### config.mk
export PLATFORM = sky130hd
export DESIGN_NAME = writeback_stage_flat
export DESIGN_NICKNAME = d
export VERILOG_FILES = /design/src/rtl/writeback_stage_if.sv /design/src/rtl/writeback_stage.sv /design/src/flat_wrapper.sv
export SDC_FILE = /design/constraint.sdc
export NUM_CORES = 1
export LEC_CHECK = 0
export ABC_AREA = 1
export BUFFER_PORTS_ARGS = -buffer_cell sky130_fd_sc_hd__buf_2
export CAP_MARGIN = 20
export CORE_MARGIN = 5
export CORE_UTILIZATION = 55
export DETAILED_ROUTE_END_ITERATION = 10
export PLACE_DENSITY = 0.87
export SYNTH_ARGS = -nofsm -noshare
export SYNTH_HDL_FRONTEND = slang
export SYNTH_SLANG_ARGS = --single-unit
### constraint.sdc
create_clock -name wb_clk -period 3.9 [get_ports wb_clk]
set_input_delay 0.195 -clock wb_clk [delete_from_list [all_inputs] [get_ports wb_clk]]
set_output_delay 0.195 -clock wb_clk [all_outputs]
set_load 0.005 [all_outputs]
### src/rtl/writeback_stage_if.sv
// MEM/WB bus for writeback_stage: memory-stage payload in, register-file write port out.
// Forwarding history signals exist only when WB_FWD_HOLD_EN is defined.
interface writeback_stage_if #(
    parameter int unsigned DWIDTH    = 32,
    parameter int unsigned AWIDTH    = 5,
    parameter int unsigned CNT_WIDTH = 32
);
    logic                 wb_i_ce;
    logic                 wb_i_stall;
    logic                 wb_i_flush;
    logic                 wb_i_regwrite;
    logic                 wb_i_memtoreg;
    logic [AWIDTH-1:0]    wb_i_rd_addr;
    logic [DWIDTH-1:0]    wb_i_alu_value;
    logic [DWIDTH-1:0]    wb_i_load_data;
    logic [1:0]           wb_i_load_size;
    logic                 wb_i_load_unsigned;
    logic                 wb_o_ce;
    logic                 wb_o_rd_we;
    logic [AWIDTH-1:0]    wb_o_rd_addr;
    logic [DWIDTH-1:0]    wb_o_rd_data;
    logic [CNT_WIDTH-1:0] wb_o_retire_cnt;
`ifdef WB_FWD_HOLD_EN
    logic                 wb_o_prev_we;
    logic [AWIDTH-1:0]    wb_o_prev_addr;
    logic [DWIDTH-1:0]    wb_o_prev_data;
`endif

    modport master (
        output wb_i_ce, wb_i_stall, wb_i_flush, wb_i_regwrite, wb_i_memtoreg,
               wb_i_rd_addr, wb_i_alu_value, wb_i_load_data, wb_i_load_size,
               wb_i_load_unsigned,
        input  wb_o_ce, wb_o_rd_we, wb_o_rd_addr, wb_o_rd_data, wb_o_retire_cnt
`ifdef WB_FWD_HOLD_EN
       ,input  wb_o_prev_we, wb_o_prev_addr, wb_o_prev_data
`endif
    );

    modport slave (
        input  wb_i_ce, wb_i_stall, wb_i_flush, wb_i_regwrite, wb_i_memtoreg,
               wb_i_rd_addr, wb_i_alu_value, wb_i_load_data, wb_i_load_size,
               wb_i_load_unsigned,
        output wb_o_ce, wb_o_rd_we, wb_o_rd_addr, wb_o_rd_data, wb_o_retire_cnt
`ifdef WB_FWD_HOLD_EN
       ,output wb_o_prev_we, wb_o_prev_addr, wb_o_prev_data
`endif
    );
endinterface

### src/rtl/writeback_stage.sv
// MIPS write-back stage: registers MEM/WB payload, formats loads, drives the RF write port.
// Optional macro WB_FWD_HOLD_EN adds a one-entry history of the last actual RF write.
module writeback_stage #(
    parameter int unsigned DWIDTH    = 32,
    parameter int unsigned AWIDTH    = 5,
    parameter int unsigned CNT_WIDTH = 32
) (
    input  logic         wb_clk,
    input  logic         wb_rst,
    writeback_stage_if.slave bus
);
    typedef enum logic [1:0] {ST_EMPTY, ST_NEW, ST_HELD} state_e;

    state_e               state_q, state_d;
    logic                 ce_q;
    logic                 rd_we_q;
    logic [AWIDTH-1:0]    rd_addr_q;
    logic [DWIDTH-1:0]    rd_data_q;
    logic [CNT_WIDTH-1:0] cnt_q;

    logic                 capture;
    logic [1:0]           off;
    logic [7:0]           byte_v;
    logic [15:0]          half_v;
    logic [DWIDTH-1:0]    load_fmt;
    logic [DWIDTH-1:0]    wb_data;

    // Little-endian lane extraction and extension of the raw load word.
    always_comb begin
        off    = bus.wb_i_alu_value[1:0];
        byte_v = 8'h00;
        unique case (off)
            2'd0: byte_v = bus.wb_i_load_data[7:0];
            2'd1: byte_v = bus.wb_i_load_data[15:8];
            2'd2: byte_v = bus.wb_i_load_data[23:16];
            2'd3: byte_v = bus.wb_i_load_data[31:24];
        endcase
        half_v = off[1] ? bus.wb_i_load_data[31:16] : bus.wb_i_load_data[15:0];
        unique case (bus.wb_i_load_size)
            2'b00:   load_fmt = bus.wb_i_load_unsigned ? {24'h0, byte_v}
                                                      : {{24{byte_v[7]}}, byte_v};
            2'b01:   load_fmt = bus.wb_i_load_unsigned ? {16'h0, half_v}
                                                      : {{16{half_v[15]}}, half_v};
            default: load_fmt = bus.wb_i_load_data;
        endcase
        wb_data = bus.wb_i_memtoreg ? load_fmt : bus.wb_i_alu_value;
    end

    // Flush beats stall beats capture; an empty stage stays empty under stall.
    always_comb begin
        capture = bus.wb_i_ce & ~bus.wb_i_stall & ~bus.wb_i_flush;
        state_d = ST_EMPTY;
        if (bus.wb_i_flush)
            state_d = ST_EMPTY;
        else if (bus.wb_i_stall)
            state_d = (state_q == ST_EMPTY) ? ST_EMPTY : ST_HELD;
        else if (capture)
            state_d = ST_NEW;
    end

    always_ff @(posedge wb_clk) begin
        if (!wb_rst) begin
            state_q   <= ST_EMPTY;
            ce_q      <= 1'b0;
            rd_we_q   <= 1'b0;
            rd_addr_q <= '0;
            rd_data_q <= '0;
            cnt_q     <= '0;
        end else begin
            state_q <= state_d;
            ce_q    <= (state_d != ST_EMPTY);
            rd_we_q <= capture & bus.wb_i_regwrite & (bus.wb_i_rd_addr != '0);
            if (capture) begin
                rd_addr_q <= bus.wb_i_rd_addr;
                rd_data_q <= wb_data;
                cnt_q     <= cnt_q + CNT_WIDTH'(1);
            end
        end
    end

    assign bus.wb_o_ce         = ce_q;
    assign bus.wb_o_rd_we      = rd_we_q;
    assign bus.wb_o_rd_addr    = rd_addr_q;
    assign bus.wb_o_rd_data    = rd_data_q;
    assign bus.wb_o_retire_cnt = cnt_q;

`ifdef WB_FWD_HOLD_EN
    logic              prev_we_q;
    logic [AWIDTH-1:0] prev_addr_q;
    logic [DWIDTH-1:0] prev_data_q;

    // Mirror of the previous cycle's RF write for decode forwarding.
    always_ff @(posedge wb_clk) begin
        if (!wb_rst) begin
            prev_we_q   <= 1'b0;
            prev_addr_q <= '0;
            prev_data_q <= '0;
        end else begin
            prev_we_q <= rd_we_q;
            if (rd_we_q) begin
                prev_addr_q <= rd_addr_q;
                prev_data_q <= rd_data_q;
            end
        end
    end

    assign bus.wb_o_prev_we   = prev_we_q;
    assign bus.wb_o_prev_addr = prev_addr_q;
    assign bus.wb_o_prev_data = prev_data_q;
`endif
endmodule

### src/flat_wrapper.sv
// flat-port wrapper written by rule: the top's interface ports become plain ports
module writeback_stage_flat 
#(
    parameter int unsigned DWIDTH    = 32,
    parameter int unsigned AWIDTH    = 5,
    parameter int unsigned CNT_WIDTH = 32
)
  (wb_clk, wb_rst, bus_wb_i_ce, bus_wb_i_stall, bus_wb_i_flush, bus_wb_i_regwrite, bus_wb_i_memtoreg, bus_wb_i_rd_addr, bus_wb_i_alu_value, bus_wb_i_load_data, bus_wb_i_load_size, bus_wb_i_load_unsigned, bus_wb_o_ce, bus_wb_o_rd_we, bus_wb_o_rd_addr, bus_wb_o_rd_data, bus_wb_o_retire_cnt);
  writeback_stage_if #(.DWIDTH(DWIDTH), .AWIDTH(AWIDTH), .CNT_WIDTH(CNT_WIDTH)) bus_i ();
  input  logic wb_clk;
  input  logic wb_rst;
  input wire logic [$bits(bus_i.wb_i_ce)-1:0] bus_wb_i_ce;
  input wire logic [$bits(bus_i.wb_i_stall)-1:0] bus_wb_i_stall;
  input wire logic [$bits(bus_i.wb_i_flush)-1:0] bus_wb_i_flush;
  input wire logic [$bits(bus_i.wb_i_regwrite)-1:0] bus_wb_i_regwrite;
  input wire logic [$bits(bus_i.wb_i_memtoreg)-1:0] bus_wb_i_memtoreg;
  input wire logic [$bits(bus_i.wb_i_rd_addr)-1:0] bus_wb_i_rd_addr;
  input wire logic [$bits(bus_i.wb_i_alu_value)-1:0] bus_wb_i_alu_value;
  input wire logic [$bits(bus_i.wb_i_load_data)-1:0] bus_wb_i_load_data;
  input wire logic [$bits(bus_i.wb_i_load_size)-1:0] bus_wb_i_load_size;
  input wire logic [$bits(bus_i.wb_i_load_unsigned)-1:0] bus_wb_i_load_unsigned;
  output wire logic [$bits(bus_i.wb_o_ce)-1:0] bus_wb_o_ce;
  output wire logic [$bits(bus_i.wb_o_rd_we)-1:0] bus_wb_o_rd_we;
  output wire logic [$bits(bus_i.wb_o_rd_addr)-1:0] bus_wb_o_rd_addr;
  output wire logic [$bits(bus_i.wb_o_rd_data)-1:0] bus_wb_o_rd_data;
  output wire logic [$bits(bus_i.wb_o_retire_cnt)-1:0] bus_wb_o_retire_cnt;
  assign bus_i.wb_i_ce = bus_wb_i_ce;
  assign bus_i.wb_i_stall = bus_wb_i_stall;
  assign bus_i.wb_i_flush = bus_wb_i_flush;
  assign bus_i.wb_i_regwrite = bus_wb_i_regwrite;
  assign bus_i.wb_i_memtoreg = bus_wb_i_memtoreg;
  assign bus_i.wb_i_rd_addr = bus_wb_i_rd_addr;
  assign bus_i.wb_i_alu_value = bus_wb_i_alu_value;
  assign bus_i.wb_i_load_data = bus_wb_i_load_data;
  assign bus_i.wb_i_load_size = bus_wb_i_load_size;
  assign bus_i.wb_i_load_unsigned = bus_wb_i_load_unsigned;
  assign bus_wb_o_ce = bus_i.wb_o_ce;
  assign bus_wb_o_rd_we = bus_i.wb_o_rd_we;
  assign bus_wb_o_rd_addr = bus_i.wb_o_rd_addr;
  assign bus_wb_o_rd_data = bus_i.wb_o_rd_data;
  assign bus_wb_o_retire_cnt = bus_i.wb_o_retire_cnt;
  writeback_stage #(.DWIDTH(DWIDTH), .AWIDTH(AWIDTH), .CNT_WIDTH(CNT_WIDTH)) u_core (.wb_clk(wb_clk), .wb_rst(wb_rst), .bus(bus_i));
endmodule
==> results by group <==
Power and ir drop
  – P_leak: 2.484 nW
  – Power Density: 332.1 mW/mm2
  – Max VDD drop: 0.2444 mV

Placed design
  – Routability-driven placement congestion ratio: 0.9452
  – DP Area: 0.005040 mm2
  – Dpl hpwl: 9821 um
  – IO buf count: 149

Synthesis
  – Synth area leader: dfxtp_1
  – Post-Synthesis Cell Area: 0.004304 mm2
  – Sequential area share after synthesis: 0.3395
  – Largest cells by area after synthesis: dfxtp_1, nand2_1, a21oi_1
  – Number of distinct library cells after synthesis: 32
  – Syn avg cell area: 6.256 um2
  – Number of synthesized flops with an enable pin: 0
  – Cells after Synth: 688
  – Area share of the largest cell type after synthesis: 0.3395
  – Synth warn: 0
  – Synthesized flop and latch total: 73
  – Top FF cell, synth: dfxtp_1
  – Async SR Flop Fraction: 0
  – Syn nets: 768

Timing
  – Final slew viol count: 0
  – Slew margin rel.: 0.4954
  – Slew @ Worst Pin: 756.9 ps
  – Setup tns final: 0 ps
  – RSZ-0062 raised after global routing: false
  – Final worst clock skew: 5.837 ps
  – Crit share post-route: 0.4302
  – Max Fclk: 596.0 MHz
  – Final setup vio count: 0
  – Final Hold Fails: 0
  – Tmin final: 1678 ps

Worst setup path
  – CP max FO: 8
  – Crit Path Category: register to register
  – CP cell instances: ha_1 > nand3_2 > nor2_4 > nand3_4 > nor2_8 > nand3_1 > nand2_1 > inv_1 > nor2_1
  – Critical Path Max Stage Delay: 420 ps
  – Worst endpoint required time: 4200 ps
  – Worst setup SP type: register
  – CP Capture Type: register
  – WP data arrival: 1980 ps
  – Cell family with most CP delay: simple AND/OR/NAND/NOR gates
  – CP max stage cell: dfxtp_1
  – WP buf/inv: 1

Clocking
  – Post-CTS setup buffer count: 0
  – CTS clock-pin slew for the worst setup and hold paths: 80 ps
  – Clock insertion delay at the later pin of the skew report: 350 ps
  – Post-cts sizing count: 0
  – Total CTS buffers: 9
  – Max clock buf depth: 2
  – # H-tree levels: 3
  – Hold Buf Count CTS: 0
  – TritonCTS Sinks: 73
  – Clk root buf: clkbuf_8
  – CTS tree: yes

Detailed routing
  – Detailed-route via count: 5112
  – Drt drc: 0
  – Via/cell ratio: 5.526
  – Wire length per cell: 14.22 um
  – Initial DRT Pass Iterations: 7
  – Post-DRT Antenna Nets: 0
  – DRT Wirelength: 13150 um
  – DR iter-0 viols: 378

Floorplan
  – Core ar.: 0.007687 mm2
  – Initial Utilization: 0.5599
  – Die W: 98.46 um
  – Chip Height: 98.46 um
  – Die ar.: 0.009694 mm2
  – Cell Rows: 32
  – I/O pin count: 150

Global route
  – Initial antenna violation count: 0
  – Total GRT Usage: 0.2717
  – Vias in the first global route: 4863
  – Total gr overflow: 0
  – First-pass GRT wire length: 22040 um
  – Pin count of the biggest net entering global routing: 49

Final layout
  – Fillers: 681
  – ANT cells: 0
  – Layout cells sized above 1: 0.2552
  – Register area: 0.001461 mm2
  – Nets: 898
  – Multi-input logic area: 0.002504 mm2
  – Area Overhead vs Synth: 22.91%
  – Cell area after layout: 0.005290 mm2

Outcome
  – Outcome: complete, no violations

Hold path
  – HP Class: input port to register

Job
  – Max Cap Viol: 0
-- path summary, 6_finish.rpt --
check,start,to,slack [ps],cells past startpoint
worst min register to register,u_core.bus.wb_o_rd_data[9],u_core.bus.wb_o_rd_data[9],460,2
worst max register to register,u_core.bus.wb_o_retire_cnt[1],u_core.bus.wb_o_retire_cnt[18],2220,9
worst max-delay path,u_core.bus.wb_o_retire_cnt[1],u_core.bus.wb_o_retire_cnt[18],2220,9
worst min-delay path,bus_wb_i_regwrite,u_core.bus.wb_o_rd_we,60,3
-- synthesized netlist by cell type (all sizes together), types with 2 or more instances --
cell and n:
a31oi 3, nand2 213, inv 49, dfxtp 73, or2 22, nand4 6, nand3 54, o21ai 46
clkbuf 17, nor3 2, o21a 2, a22oi 7, nor2 83, buf 15, a21oi 87, o22ai 6
-- power by group --
group / internal (mW) / switching (mW)
Sequential: 0.765 / 0.0102
Clock: 0.433 / 0.319
Combinational: 0.0932 / 0.136
-- registers in the layout, indices dropped and copies added, names as in the netlist --
signal,cells
u_core.bus.wb_o_ce,1
u_core.bus.wb_o_rd_addr,5
u_core.bus.wb_o_rd_data,32
u_core.bus.wb_o_rd_we,1
u_core.bus.wb_o_retire_cnt,32
u_core.state_q,2
-- placed cells by master (no fill, tap or decap), types with 2 or more instances in the layout --
cell / count
nand2_1: 212
buf_2: 149
a21oi_1: 87
nor2_1: 73
dfxtp_1: 73
nand3_1: 50
o21ai_0: 46
inv_1: 45
or2_2: 22
clkbuf_8: 9
a22oi_1: 7
nor2_4: 6
o22ai_1: 6
nand4_1: 4
inv_2: 3
nand3_2: 3
a31oi_1: 3
nor2_2: 3
bufinv_16: 3
nor3_1: 2
o21a_1: 2
buf_4: 2
-- stage by stage --
step	instances	setup slack (ps)	power [mW]	hold slack, ps	utilization
2_1_floorplan	688	2441	0.9261	317.9	-
3_3_place_gp	909	2169	1.012	427.2	0.6556
3_5_place_dp	909	2107	1.017	435.6	0.6556
4_1_cts	925	2211	1.760	51.95	0.6882
5_1_grt	925	2031	1.836	44.08	0.6882
6_report	925	2222	1.757	61.55	0.6882
-- per-layer routing --
| layer | global-route usage | routed length (um) | vias up |
|---|---|---|---|
| met5 | 0 | 0 | - |
| met4 | 0.1292 | 555 | 0 |
| met3 | 0.08139 | 1329 | 56 |
| met2 | 0.4431 | 6176 | 299 |
| met1 | 0.3279 | 5089 | 2245 |
| li1 | - | - | 2512 |
-- area by class of cell --
type,instances,share of cell area
multi-input combinational,534,0.4733
sequential,73,0.2763
timing repair buffer,151,0.1438
inverter,49,0.03524
tap,102,0.02412
clock inverter,7,0.02389
clock buffer,9,0.02342
-- logic make-up after synthesis --
kind of cell,Yosys count,share of synthesized area
buffers and inverters,81,0.07994
and+or+nand+nor,381,0.3924
AOI/OAI and AO/OA,152,0.1852
adders and majority gates,1,0.002907
DFF,73,0.3395
-- worst min-delay path: cells and delay by family --
family / cells / cell delay [ps]
buffers and inverters: 1 / 100
AO/OA/AOI/OAI: 1 / 40
AND/OR/NAND/NOR: 1 / 50
(Power assumes the default switching activity.)
